--- config.mk ---
export PLATFORM = sky130hd
export DESIGN_NAME = uart_tx_arbiter
export DESIGN_NICKNAME = d
export VERILOG_FILES = /design/src/rtl/uart_tx_arbiter.sv
export SDC_FILE = /design/constraint.sdc
export NUM_CORES = 1
export LEC_CHECK = 0
export CORE_AREA = 2 2 68 70
export DETAILED_ROUTE_END_ITERATION = 8
export DIE_AREA = 0 0 70 72
export GPL_ROUTABILITY_DRIVEN = 0
export PLACE_DENSITY = 0.83
export SYNTH_ARGS = -nofsm -noshare
export SYNTH_HDL_FRONTEND = slang
export SYNTH_SLANG_ARGS = --single-unit
--- constraint.sdc ---
create_clock -name clk -period 1.95 [get_ports clk]
set_input_delay 0.585 -clock clk [delete_from_list [all_inputs] [get_ports clk]]
set_output_delay 0.585 -clock clk [all_outputs]
set_load 0.02 [all_outputs]
--- src/rtl/uart_tx_arbiter.sv ---
// rtl/uart_tx_arbiter.sv - round-robin arbiter sharing one uart_tx among NUM_REQ byte producers
// Optional macro UART_TX_ARB_PRIO0_EN makes requester 0 a strict high-priority requester.
module uart_tx_arbiter #(
    parameter int NUM_REQ      = 4,
    parameter int BUSY_TIMEOUT = 15
) (
    input  logic                 clk,
    input  logic                 rst,
    input  logic [NUM_REQ-1:0]   i_valid,
    input  logic [8*NUM_REQ-1:0] i_data,
    input  logic [NUM_REQ-1:0]   i_lock,
    output logic [NUM_REQ-1:0]   o_ack,
    output logic                 o_tx_start,
    output logic [7:0]           o_tx_data,
    input  logic                 i_tx_ready,
    output logic                 o_busy,
    output logic                 o_err
);
    localparam int LW = $clog2(NUM_REQ);

    typedef enum logic [1:0] {IDLE, START, WAIT_BUSY, WAIT_DONE} state_t;

    state_t               state_q, state_d;
    logic [LW-1:0]        last_q, last_d;
    logic [7:0]           cnt_q, cnt_d, cnt_inc;
    logic [NUM_REQ-1:0]   ack_q, ack_d;
    logic                 start_q, start_d;
    logic [7:0]           data_q, data_d;
    logic                 err_q, err_d;
    logic                 busy_q, busy_d;

    logic [LW-1:0]        win;
    logic                 win_valid;
    logic                 win_upd_last;
    logic [LW:0]          rr_sum;
    logic [LW-1:0]        rr_idx;

    // Winner selection; the round-robin loop runs from the farthest candidate
    // down so the nearest valid requester after last is the final assignment.
    always_comb begin
        win          = last_q;
        win_valid    = 1'b0;
        win_upd_last = 1'b1;
        rr_sum       = '0;
        rr_idx       = '0;
`ifdef UART_TX_ARB_PRIO0_EN
        if (i_valid[0]) begin
            win          = '0;
            win_valid    = 1'b1;
            win_upd_last = 1'b0;
        end else
`endif
        if (i_lock[last_q] && i_valid[last_q]) begin
            win       = last_q;
            win_valid = 1'b1;
        end else begin
            for (int k = NUM_REQ; k >= 1; k--) begin
                rr_sum = {1'b0, last_q} + (LW+1)'(k);
                if (rr_sum >= (LW+1)'(NUM_REQ)) begin
                    rr_sum = rr_sum - (LW+1)'(NUM_REQ);
                end
                rr_idx = rr_sum[LW-1:0];
                if (i_valid[rr_idx]) begin
                    win       = rr_idx;
                    win_valid = 1'b1;
                end
            end
        end
    end

    always_comb begin
        state_d = state_q;
        last_d  = last_q;
        cnt_d   = cnt_q;
        cnt_inc = cnt_q + 8'd1;
        ack_d   = '0;
        start_d = 1'b0;
        data_d  = data_q;
        err_d   = 1'b0;
        case (state_q)
            IDLE: begin
                if (i_tx_ready && win_valid) begin
                    ack_d[win] = 1'b1;
                    data_d     = i_data[{win, 3'b000} +: 8];
                    start_d    = 1'b1;
                    if (win_upd_last) begin
                        last_d = win;
                    end
                    state_d = START;
                end
            end
            START: begin
                cnt_d   = '0;
                state_d = WAIT_BUSY;
            end
            WAIT_BUSY: begin
                if (!i_tx_ready) begin
                    state_d = WAIT_DONE;
                end else begin
                    cnt_d = cnt_inc;
                    if (cnt_inc == 8'(BUSY_TIMEOUT)) begin
                        err_d   = 1'b1;
                        state_d = IDLE;
                    end
                end
            end
            WAIT_DONE: begin
                if (i_tx_ready) begin
                    state_d = IDLE;
                end
            end
            default: state_d = IDLE;
        endcase
        busy_d = (state_d != IDLE);
    end

    always_ff @(posedge clk or posedge rst) begin
        if (rst) begin
            state_q <= IDLE;
            last_q  <= LW'(NUM_REQ - 1);
            cnt_q   <= '0;
            ack_q   <= '0;
            start_q <= 1'b0;
            data_q  <= '0;
            err_q   <= 1'b0;
            busy_q  <= 1'b0;
        end else begin
            state_q <= state_d;
            last_q  <= last_d;
            cnt_q   <= cnt_d;
            ack_q   <= ack_d;
            start_q <= start_d;
            data_q  <= data_d;
            err_q   <= err_d;
            busy_q  <= busy_d;
        end
    end

    assign o_ack      = ack_q;
    assign o_tx_start = start_q;
    assign o_tx_data  = data_q;
    assign o_err      = err_q;
    assign o_busy     = busy_q;
endmodule

### Word level (Yosys, flattened, before mapping)

Cells that the tools add are included.

* logic and storage cells: 88
* output and inout bits: 15
* bits of input ports: 43
* flip-flop bits (word level): 27

* eq/ne operators: 5
* magnitude comparators: 11
* multiplexer cells: 46
* reduce and logical (&&, ||, !) cells: 8
* add/subtract/negate cells: 9
* shift operators: 1

Operators with widths (number)
* $mux W2: 17
* $shiftx A32 B6 Y8: 1
* $lt A2 B3 Y1 const B: 6
* $mux W1: 17
* $pmux W8 S2: 1
* $bmux W1 S2: 6
* $ge A3 B3 Y1 const B: 4
* $add A8 B1 Y8 const B: 1
* $eq A8 B4 Y1 const B: 1
* $mux W4: 2
* $mux W8: 1
* $pmux W2 S4: 1
* $sub A2 B1 Y2 const B: 4
* $add A2 B2 Y3 const B: 2
* $eq A2 B2 Y1 const B: 2
* $reduce_and A2 Y1: 2
* $reduce_bool A2 Y1: 2
* $add A2 B1 Y3 const B: 1
* $add A2 B3 Y3 const B: 1
* $logic_and A1 B1 Y1: 3
* $demux W1 S2: 1
* $eq A2 B1 Y1 const B: 1
* $ge A2 B1 Y1 const B: 1
* $logic_not A2 Y1: 1
* $ne A2 B2 Y1 const B: 1

### Logic depth before layout (Yosys ltp)

Gate-level depths: netlist (run 1).

* depth in word-level cells: 17
* gate-level depth with buffers: 9

### Worst setup path before layout (run 1)

Ideal clock, no wire load.

* path kind: input-to-reg
* from: input i_valid[2]
* to: register ack_q[3] (netlist: o_ack[3])
* buffers on the path: 3
* library setup time: 0.127 ns
* setup slack: -0.006 ns
* arrival time: 1.829 ns
* cell stages on the path: 9
* required time: 1.823 ns
* cells stage by stage: buf_2 > and3b_1 > a21oi_1 > a32o_1 > buf_6 > buf_6 > nand2_2 > xnor2_1 > nor2_1

* word-level cells in the longest chain between the ends: 13
* elaborated cells on any way between the ends: 29

Ends and longest elaborated chain
* start, declared: line 9 `input logic [NUM_REQ-1:0] i_valid,`
* $bmux W1 S2: line 63 `if (i_valid[rr_idx]) begin`
* $mux W1 (not written as such): line 63
* $mux W2 (4 in a row): line 63
* $mux W2: line 53 `if (i_lock[last_q] && i_valid[last_q]) begin`
* $lt A2 B3 Y1 (not written as such) or $ge A2 B1 Y1 (tied branches): line 83 `ack_d[win] = 1'b1;`
* $logic_and A1 B1 Y1 (not written as such): line 83
* $mux W1 (not written as such): line 83
* $demux W1 S2: line 83
* $mux W4 *: line 82 `if (i_tx_ready && win_valid) begin`
* $mux W4 *: line 80 `case (state_q)`
* via ack_d[3]: line 26 `logic [NUM_REQ-1:0] ack_q, ack_d;`
* end signal, assigned: line 131 `ack_q <= ack_d;`
* end, declared: line 26

Mark *: on every way through the listed nets, which the timed path passes. The rest lies on a longest branch. The select of a mux whose other input is x is not followed.
A chain may end at the register's enable or synchronous reset.

### Final worst setup path (run 1)

* from: register last_q[0]
* to: register data_q[7] (netlist: o_tx_data[7])

* word-level cells in the longest chain between the ends: 13
* elaborated cells on any way between the ends: 46

Ends and longest elaborated chain
* start, declared: line 24 `logic [LW-1:0] last_q, last_d;`
* start signal, assigned: line 120 `last_q <= LW'(NUM_REQ - 1);`
* start signal, assigned: line 129 `last_q <= last_d;`
* parallel branches: the longest is 13 deep, another holds $add A2 B3 Y3
* end signal, assigned: line 133 `data_q <= data_d;`
* end, declared: line 28 `logic [7:0] data_q, data_d;`

Parallel ways; which one is timed is not known. The select of a mux whose other input is x is not followed.

==> results of run 1 <==
-- cells in the final DEF, fill, tap and decap left out, types with 3 or more instances in the layout --
cell	instances
nor2_1	25
clkdlybuf4s50_1	49
a211oi_1	8
nand3_1	4
buf_6	3
nor2_2	3
a211oi_2	7
dfrtp_1	25
xnor2_1	3
dlygate4sd2_1	7
o221ai_1	7
a22oi_2	15
xor2_1	3
inv_1	5
nand2b_1	3
clkbuf_8	3
nand2_1	85
o21ai_0	8
buf_4	27
buf_12	5
-- worst max-delay path: cells and delay by family, from the launching register on --
kind / cells / cell delay, ns
buffers and inverters: 4 / 0.56
flip-flops: 1 / 0.62
AND/OR/NAND/NOR: 1 / 0.12
AO/OA/AOI/OAI: 4 / 0.73
-- worst min path at each step --
stage / to / startpoint / cells past startpoint
final: o_tx_data[1] / o_tx_data[1] / 2
after global routing: o_tx_data[7] / o_tx_data[7] / 2
after CTS: o_tx_data[2] / o_tx_data[2] / 2
after detailed placement: o_tx_data[2] / o_tx_data[2] / 2
after global placement: o_tx_data[1] / o_tx_data[1] / 2
after floorplan: cnt_q[5] / cnt_q[5] / 1
-- state kept, by name (all words and copies together), names as in the netlist --
signal and count:
o_err 1, o_tx_data 8, cnt_q 8, o_ack 4
last_q 2, state_q 2, o_busy 1, o_tx_start 1
-- metrics by stage --
step	cell area, um^2	worst slack (ns)	util	power (mW)
after floorplan	2020	0.00445	-	2.48
after global placement	2750	-0.696	0.644	3.15
after detailed placement	2750	-0.716	0.644	3.19
after CTS	3180	-0.0483	0.746	4.29
after global routing	3210	-0.221	0.754	4.70
final	3210	-0.165	0.754	4.45
-- cells in the mapped netlist (2+ instances only) --
library cell  instances
nand3b_1              2
nor2_2                2
o221ai_1              9
a21oi_1               3
o21ai_0               8
nand2_1              85
inv_1                 6
nor4_1                2
a22oi_2               8
o21ai_1               2
xor2_1                3
and3_1                3
a22oi_1               8
clkbuf_1              9
xnor2_1               5
buf_2                 4
dfrtp_1              25
dfstp_2               2
ha_1                  2
buf_6                 4
nor2_1               27
a211oi_1             16
nand2b_1              3
nand3_1               4
-- layer usage --
| layer | GRT usage | up-vias | routed length, um |
|---|---|---|---|
| met5 | 0 | - | 0 |
| met4 | 0.100 | 0 | 267 |
| met3 | 0.0583 | 29 | 461 |
| met2 | 0.508 | 108 | 3500 |
| met1 | 0.329 | 1067 | 2710 |
| li1 | - | 1082 | - |
-- repair_timing --
action / CTS / global route
cloned: 4 / 0
gates resized for setup: 47 / 8
pin swaps: 27 / 3
buffers inserted: 15 / 1
endpoints found under the setup margin: 15 / 15
-- where the power goes --
| part | total (mW) | internal, mW | switching [mW] |
|---|---|---|---|
| clock | 0.329 | 0.145 | 0.184 |
| sequential | 0.910 | 0.743 | 0.166 |
| combinational | 3.21 | 1.49 | 1.72 |
-- cell families after synthesis --
family | after synthesis | synth area share
and+or+nand+nor | 135 | 0.280
DFF | 27 | 0.337
xor gates and xnor gates | 8 | 0.0348
buffers and inverters | 24 | 0.0622
adders and majority gates | 2 | 0.0124
AOI/OAI and AO/OA | 65 | 0.273
-- final cells by class --
type / count / share of cell area
clock inverters: 1 / 0.00234
repair buffers: 94 / 0.296
well taps: 52 / 0.0202
multi-input cells: 212 / 0.450
clock buffers: 3 / 0.0129
flip-flops and latches: 27 / 0.211
inverters: 7 / 0.00818
==> out/metrics.csv, run 1 <==
metric,value,unit
crit path launch type,flip-flop,
clk_lat worst skew,0.28,ns
"Slew Viols, Final",0,
largest net degree at the start of global routing,35,
CTS tree,yes,
number of port buffers,57,
Clk Tree Root Cell,clkbuf_8,
Worst Tran Pin Value,0.363,ns
DRC Markers,0,
Worst Path Required,2.15,ns
Total GRT Usage,0.280,
crit path cell chain,inv_2 > a311oi_4 > buf_4 > buf_4 > a32oi_4 > buf_12 > a211oi_4 > nor2_1 > o221ai_1,
RSZ-0062 raised after global routing,yes,
"Slowest-stage cell, CP",dfstp_2,
"FF+latch count, synth",27,
Synth Warn #,0,
vias after detailed routing,2286,
post-detail-place hpwl,3970,um
Setup Crit Path Kind,flip-flop to flip-flop,
Max Cap Viol,0,
Sink Count,27,
routed len/inst,17.5,um
Critical Path End,o_tx_data[7],
initial antenna violation count,0,
reg2reg path depth,9,
final hold vios,0,
ys flop type,dfrtp_1,
R2R Setup Slk,-0.17,ns
crit path from,last_q[0],
PD cells,1390,nW/um^2
setup TNS,-0.704,ns
DRT Pass-1 Iters,4,
"Seq/Total Area, Yosys",0.337,
"Setup violations, final",8,
chip height,72,um
layout cell share with drive strength beyond 1,0.267,
die width,70,um
"most used cell, CP",buf_4,
worst-path maximum fanout,8,
clk buf depth,2,
fin crit share,1.08,
Hold Slack,0.522,ns
worst flop-to-flop path endpoint,o_tx_data[7],
final worst setup slack,-0.165,ns
area occupied by multi-input gates,1450,um^2
fin crit period,2.12,ns
vias in the first global route,2296,
crit-path max cell delay,0.62,ns
status,finished with violations,
worst clock skew,0.0135,ns
Post-synth EDFFs,0,
I/O pin cnt,58,
maximum vdd ir drop,0.000787,V
final non-filler cell total,396,
FF/Latch Area,678,um^2
Worst slew margin,0.756,
post-synth net total,306,
Inserted Clock Buffers,3,
"Reg clk slew, reported paths",0.10,ns
P_leak,1.35,nW
Layout area overhead,59.7,%
global-route wire length before repair,11300,um
routed wire length,6940,um
synth unique cells,43,
1st-iter DRT viols,179,
HP Class,flip-flop to flip-flop,
failing checks,setup timing,
Async SR Flop Fraction,1.00,
Mean Syn Cell Area,7.71,um^2
Antenna diodes,0,
fillers,288,
mapped cell area,2010,um^2
cell count after synthesis,261,
GRT overflow,0,
initial core utilization,0.472,
arrival time at the worst endpoint,2.32,ns
cts hold-fix bufs,0,
CP Capture Type,flip-flop,
Via density,5.77,
maximum clock rate,473,MHz
"top cells by area, synth","dfrtp_1 31%, nand2_1 16%, a211oi_1 6.0%",
core area,4260,um^2
htree depth,1,
share of the synthesized area in the top cell type,0.311,
Die Area,5040,um^2
Final ANT Viol Nets,0,
site row count,24,
placed cell count,372,
Nets,390,
largest area contributor in the netlist,dfrtp_1,
RR Startpoint,last_q[0],
Note: power is estimated with default switching activity, not from simulation.
==> inputs of run 2 (changes only) <==
CTS_CLUSTER_DIAMETER = 50   (was unset)
GPL_ROUTABILITY_DRIVEN = unset   (was 0)
==> results of run 2 <==
The final DEF is identical to that of run 1; final timing and power are the same.
